## config.mk

```make
export PLATFORM = sky130hd
export DESIGN_NAME = bcd_digit_counter
export DESIGN_NICKNAME = d
export VERILOG_FILES = /design/src/rtl/bcd_digit_counter.sv
export SDC_FILE = /design/constraint.sdc
export NUM_CORES = 1
export LEC_CHECK = 0
export BUFFER_PORTS_ARGS = -buffer_cell sky130_fd_sc_hd__buf_2
export CORE_ASPECT_RATIO = 0.75
export CORE_UTILIZATION = 52
export CTS_CLUSTER_SIZE = 16
export DETAILED_ROUTE_END_ITERATION = 12
export GPL_TIMING_DRIVEN = 0
export PLACE_DENSITY = 0.68
export SKIP_LAST_GASP = 1
export SLEW_MARGIN = 20
export SYNTH_ARGS = -nofsm -noshare
export SYNTH_HDL_FRONTEND = slang
export SYNTH_SLANG_ARGS = --single-unit
```

## constraint.sdc

```tcl
create_clock -name clk -period 3.25 [get_ports clk]
set_clock_uncertainty 0.15 [all_clocks]
set_input_delay 0.1625 -clock clk [delete_from_list [all_inputs] [get_ports clk]]
set_output_delay 0.1625 -clock clk [all_outputs]
set_load 0.005 [all_outputs]
```

## src/rtl/bcd_digit_counter.sv

```systemverilog
// Debounced up/down push-button BCD digit (0-9) with carry/borrow pulses for cascading.
// Each raw button passes a 2-flop synchroniser and a level debouncer before edge detection.

module bcd_btn_debounce #(
  parameter int DEBOUNCE_CYCLES = 1000000
) (
  input  logic clk,
  input  logic rst_n,
  input  logic btn,
  output logic press
);

  localparam int CNT_W = (DEBOUNCE_CYCLES > 1) ? $clog2(DEBOUNCE_CYCLES) : 1;
  localparam logic [CNT_W-1:0] CNT_MAX = CNT_W'(DEBOUNCE_CYCLES - 1);

  logic             s1;
  logic             s2;
  logic             stable;
  logic             stable_d;
  logic [CNT_W-1:0] cnt;

  // Synchroniser, debounce qualification and accepted-level history
  always_ff @(posedge clk or negedge rst_n) begin
    if (!rst_n) begin
      s1       <= 1'b0;
      s2       <= 1'b0;
      stable   <= 1'b0;
      stable_d <= 1'b0;
      cnt      <= '0;
    end else begin
      s1       <= btn;
      s2       <= s1;
      stable_d <= stable;
      if (s2 == stable) begin
        cnt <= '0;
      end else if (cnt == CNT_MAX) begin
        stable <= s2;
        cnt    <= '0;
      end else begin
        cnt <= cnt + CNT_W'(1);
      end
    end
  end

  // Only the accepted rising edge counts; a held button or a release never steps
  assign press = stable & ~stable_d;

endmodule

module bcd_digit_counter #(
  parameter int DEBOUNCE_CYCLES = 1000000
) (
  input  logic       clk,
  input  logic       rst_n,
  input  logic       btn_up,
  input  logic       btn_down,
  input  logic       en,
  input  logic       clr,
  output logic [3:0] digit,
  output logic       carry,
  output logic       borrow
);

  logic       press_up;
  logic       press_down;
  logic [3:0] digit_nxt;
  logic       carry_nxt;
  logic       borrow_nxt;

  function automatic logic [3:0] bcd_inc(input logic [3:0] d);
    return (d >= 4'd9) ? 4'd0 : d + 4'd1;
  endfunction

  function automatic logic [3:0] bcd_dec(input logic [3:0] d);
    return (d == 4'd0 || d > 4'd9) ? 4'd9 : d - 4'd1;
  endfunction

  bcd_btn_debounce #(.DEBOUNCE_CYCLES(DEBOUNCE_CYCLES)) u_deb_up (
    .clk   (clk),
    .rst_n (rst_n),
    .btn   (btn_up),
    .press (press_up)
  );

  bcd_btn_debounce #(.DEBOUNCE_CYCLES(DEBOUNCE_CYCLES)) u_deb_down (
    .clk   (clk),
    .rst_n (rst_n),
    .btn   (btn_down),
    .press (press_down)
  );

  // Step selection: clear beats enable, and simultaneous up/down presses cancel
  always_comb begin
    digit_nxt  = digit;
    carry_nxt  = 1'b0;
    borrow_nxt = 1'b0;
    if (clr) begin
      digit_nxt = 4'd0;
    end else if (en && !(press_up && press_down)) begin
      if (press_up) begin
        digit_nxt = bcd_inc(digit);
        carry_nxt = (digit == 4'd9);
      end else if (press_down) begin
        digit_nxt  = bcd_dec(digit);
        borrow_nxt = (digit == 4'd0);
      end
    end
  end

  // Registered digit with pulses aligned to the first cycle of the new value
  always_ff @(posedge clk or negedge rst_n) begin
    if (!rst_n) begin
      digit  <= 4'd0;
      carry  <= 1'b0;
      borrow <= 1'b0;
    end else begin
      digit  <= digit_nxt;
      carry  <= carry_nxt;
      borrow <= borrow_nxt;
    end
  end

endmodule

```

==> reports/metrics.cfg <==
[power_and_ir_drop]
p_per_area_mw_per_mm2 = 399
power_leakage_nw = 1.34
switching_share_pct = 22.2
vdd_drop_max_uv = 279
power.share.clock_pct = 38.0
comb_power_share_pct = 4.1
p_int_mw = 0.927
pwr-share-seq_pct = 57.9
p_sw_mw = 0.264

[cts]
h-tree-depth = 2
cts_made_buffers = 5
clock_sinks = 54
cts_resized = 0
cts_root_buf = clkbuf_8
clkTransAtPathRegs_ps = 100
clock_latency_ps = 320
cts_tree = built
cts.path.max_buffers = 2

[run_status]
outcome = complete, but fails checks
violations = design-rule violations

[placement]
gp_congestion = 0.858
port-buffer-count = 11
dpl_cell_area_sq_mm = 0.00281
hpwl_um = 3260

[finish]
reg_top3 = u_deb_down.cnt (20), u_deb_up.cnt (20), digit (4)
drive_gt1_share_pct = 11.9
area_growth_syn_to_layout_pct = 11.4
design_area_sq_mm = 0.00299
num_antenna_cells = 0
nNetsFinal = 303

[grt]
grt_pass1_vias = 1809
grt_busiest_layer = met1
antenna_found_initial = 0
grt_max_degree = 55
gr-usage-met3_pct = 4.26
grt_overflow = 0
grt_usage_pct = 20.3
grt_util_met2_pct = 26.5
met1_usage_pct = 31.1
grt_pass1_wl_um = 8490

[drt]
detail_route.vias_per_cell = 5.39
finalWirelength_um = 4660
first_pass_iters = 8
wl_per_cell_um = 13.2
drc = 2
drtIter0Drc = 122
detail-route-antenna-nets = 0
vias = 1901

[sta]
post-route-period-util_pct = 62.3
fin_crit_ps = 2030
tightest_slew_ps = 667
setup_viol = 0
maxSlewHeadroom_pct = 55.5
hold_viol = 0
rsz0062_at_grt = no
drv_slew = 0
tns_ps = 0
fmax_mhz = 494

[job]
drv_cap = 0

[worst_hold_path]
hold_path.class = flop to flop

[setup_path]
critPathArrivalTime_ps = 2090
critPathCaptureType = flop
critPathKind = flop to flop
crit_path_max_fanout = 10
start_kind = flop
worstPathRequired_ps = 3310

[synthesis]
syn_inst = 268
synth_seq_area_share_pct = 50.4
synth_top_area_share_pct = 50.4
synth.distinct_cells = 41
syn-num-nets = 279
yosys_warnings = 0
synth_area_per_cell_sq_um = 10.0
yosysTopAreaCell = dfrtp_1
synth-seq-cells = 54
netlist_area_sq_mm = 0.00268
yosys-top-cells-area = dfrtp_1 50%, xor2_1 7.5%, nor2_1 7.3%

[floorplan]
row_count = 22
core_area_sq_mm = 0.00493
die_y_um = 64.2
ioPinCount = 12
start_util_pct = 54.4
dieArea_sq_mm = 0.00545
die_x_um = 84.9

[cell type report]
type	instances	area (sq um)
flip-flops and latches	54	1350
well taps	60	75.1
clock inverters	3	45.0
clock buffers	5	68.8
plain buffers	6	43.8
fillers	411	1940
repair buffers	17	118
multi-input cells	199	1250
inverters	9	33.8
[layer usage]
| metal | wire length, um | vias to the layer above | part of all wire (%) |
|---|---|---|---|
| met3 | 184 | 10 | 3.9 |
| met2 | 1880 | 39 | 40 |
| met5 | 0 | - | 0 |
| met1 | 2490 | 896 | 53 |
| li1 | - | 956 | - |
| met4 | 108 | 0 | 2.3 |
[worst max-delay path: stages, from the launching register on]
cell and delay [ps]:
dfrtp_1 400, ha_1 230, nand4_2 150, or2_4 290, nor4_4 310, nand2b_2 190
buf_6 140, nor2_1 60
[power groups by stage]
stage | sequential, mW | combinational [mW] | clock (mW)
6_report | 0.690 | 0.0494 | 0.453
5_1_grt | 0.691 | 0.0581 | 0.497
4_1_cts | 0.690 | 0.0516 | 0.467
3_5_place_dp | 0.703 | 0.0459 | 0
3_3_place_gp | 0.703 | 0.0444 | 0
2_1_floorplan | 0.701 | 0.0228 | 0
[cells by family (layout without fill, tap and decap cells)]
| group | count (synthesis) | after routing | synth area share (%) |
|---|---|---|---|
| AO/OA/AOI/OAI | 17 | 17 | 4.06 |
| XOR/XNOR | 39 | 39 | 12.8 |
| adder cells (fa/ha/maj) | 5 | 5 | 2.34 |
| buffers and inverters | 15 | 40 | 2.90 |
| flip-flops | 54 | 54 | 50.4 |
| multiplexers | 2 | 2 | 0.841 |
| AND/OR/NAND/NOR | 136 | 136 | 26.7 |
[Yosys cell counts]
library cell / count
clkbuf_1: 1
nor2b_1: 1
buf_2: 2
nor2_1: 52
or2_4: 1
o211ai_1: 1
o221ai_1: 1
nand4_4: 1
and3_1: 3
nand3_1: 17
buf_6: 2
nand2b_1: 6
and3_2: 2
xor2_1: 23
nand4_1: 8
or4_1: 1
nand2b_2: 1
nor4bb_1: 1
nand2_1: 18
o211a_1: 1
nand3b_1: 2
o21ai_0: 6
ha_1: 5
o21a_1: 2
inv_1: 9
and4_4: 1
nor3_1: 5
nor4_4: 1
and2_1: 3
a21oi_1: 4
dfrtp_1: 54
nor4_1: 6
o22a_1: 1
and4_1: 3
a41oi_1: 1
nor4b_1: 1
nand4_2: 1
xnor2_1: 16
buf_4: 1
mux2_2: 2
nor2_2: 1
[layout by cell type (no fill, tap or decap), types with 3 or more instances in the layout]
cell type      instances
dfrtp_1               54
dlygate4sd3_1          6
and4_1                 3
nand4_1                8
nand2b_1               6
inv_1                  9
ha_1                   5
clkbuf_8               5
and2_1                 3
buf_2                 12
o21ai_0                6
xnor2_1               16
and3_1                 3
xor2_1                23
nand3_1               17
nor3_1                 5
nor2_1                52
nor4_1                 6
nand2_1               18
a21oi_1                4
[timing repair]
item | in CTS | in global routing
hold endpoints to repair | 58 | 0
hold buffers | 6 | 0
setup buffers | 0 | 0
[metrics by stage]
| step | power, mW | util (%) | instances | hold slack [ps] | setup slack [ps] |
|---|---|---|---|---|---|
| 2_1_floorplan | 0.724 | - | 268 | -283 | 1400 |
| 3_3_place_gp | 0.747 | 57.0 | 339 | 122 | 1240 |
| 3_5_place_dp | 0.749 | 57.1 | 339 | 95.1 | 1210 |
| 6_report | 1.19 | 60.6 | 353 | 207 | 1220 |
| 4_1_cts | 1.21 | 60.6 | 353 | 210 | 1200 |
| 5_1_grt | 1.25 | 60.6 | 353 | 219 | 1100 |
[worst paths after layout]
check / depth (start not counted) / slack, ps / to / from
worst min-delay path: 0 / 210 / u_deb_down.s2$_DFF_PN0_ / u_deb_down.s1$_DFF_PN0_
worst min register to register: 0 / 210 / u_deb_down.s2$_DFF_PN0_ / u_deb_down.s1$_DFF_PN0_
worst max register to register: 7 / 1220 / u_deb_down.cnt[12]$_DFF_PN0_ / u_deb_down.cnt[0]$_DFF_PN0_
max in group asynchronous: 2 / 2240 / u_deb_up.s2$_DFF_PN0_ / rst_n
worst max-delay path: 7 / 1220 / u_deb_down.cnt[12]$_DFF_PN0_ / u_deb_down.cnt[0]$_DFF_PN0_
min in group asynchronous: 2 / 270 / digit[1]$_DFFE_PN0P_ / rst_n
(Power assumes the default switching activity.)
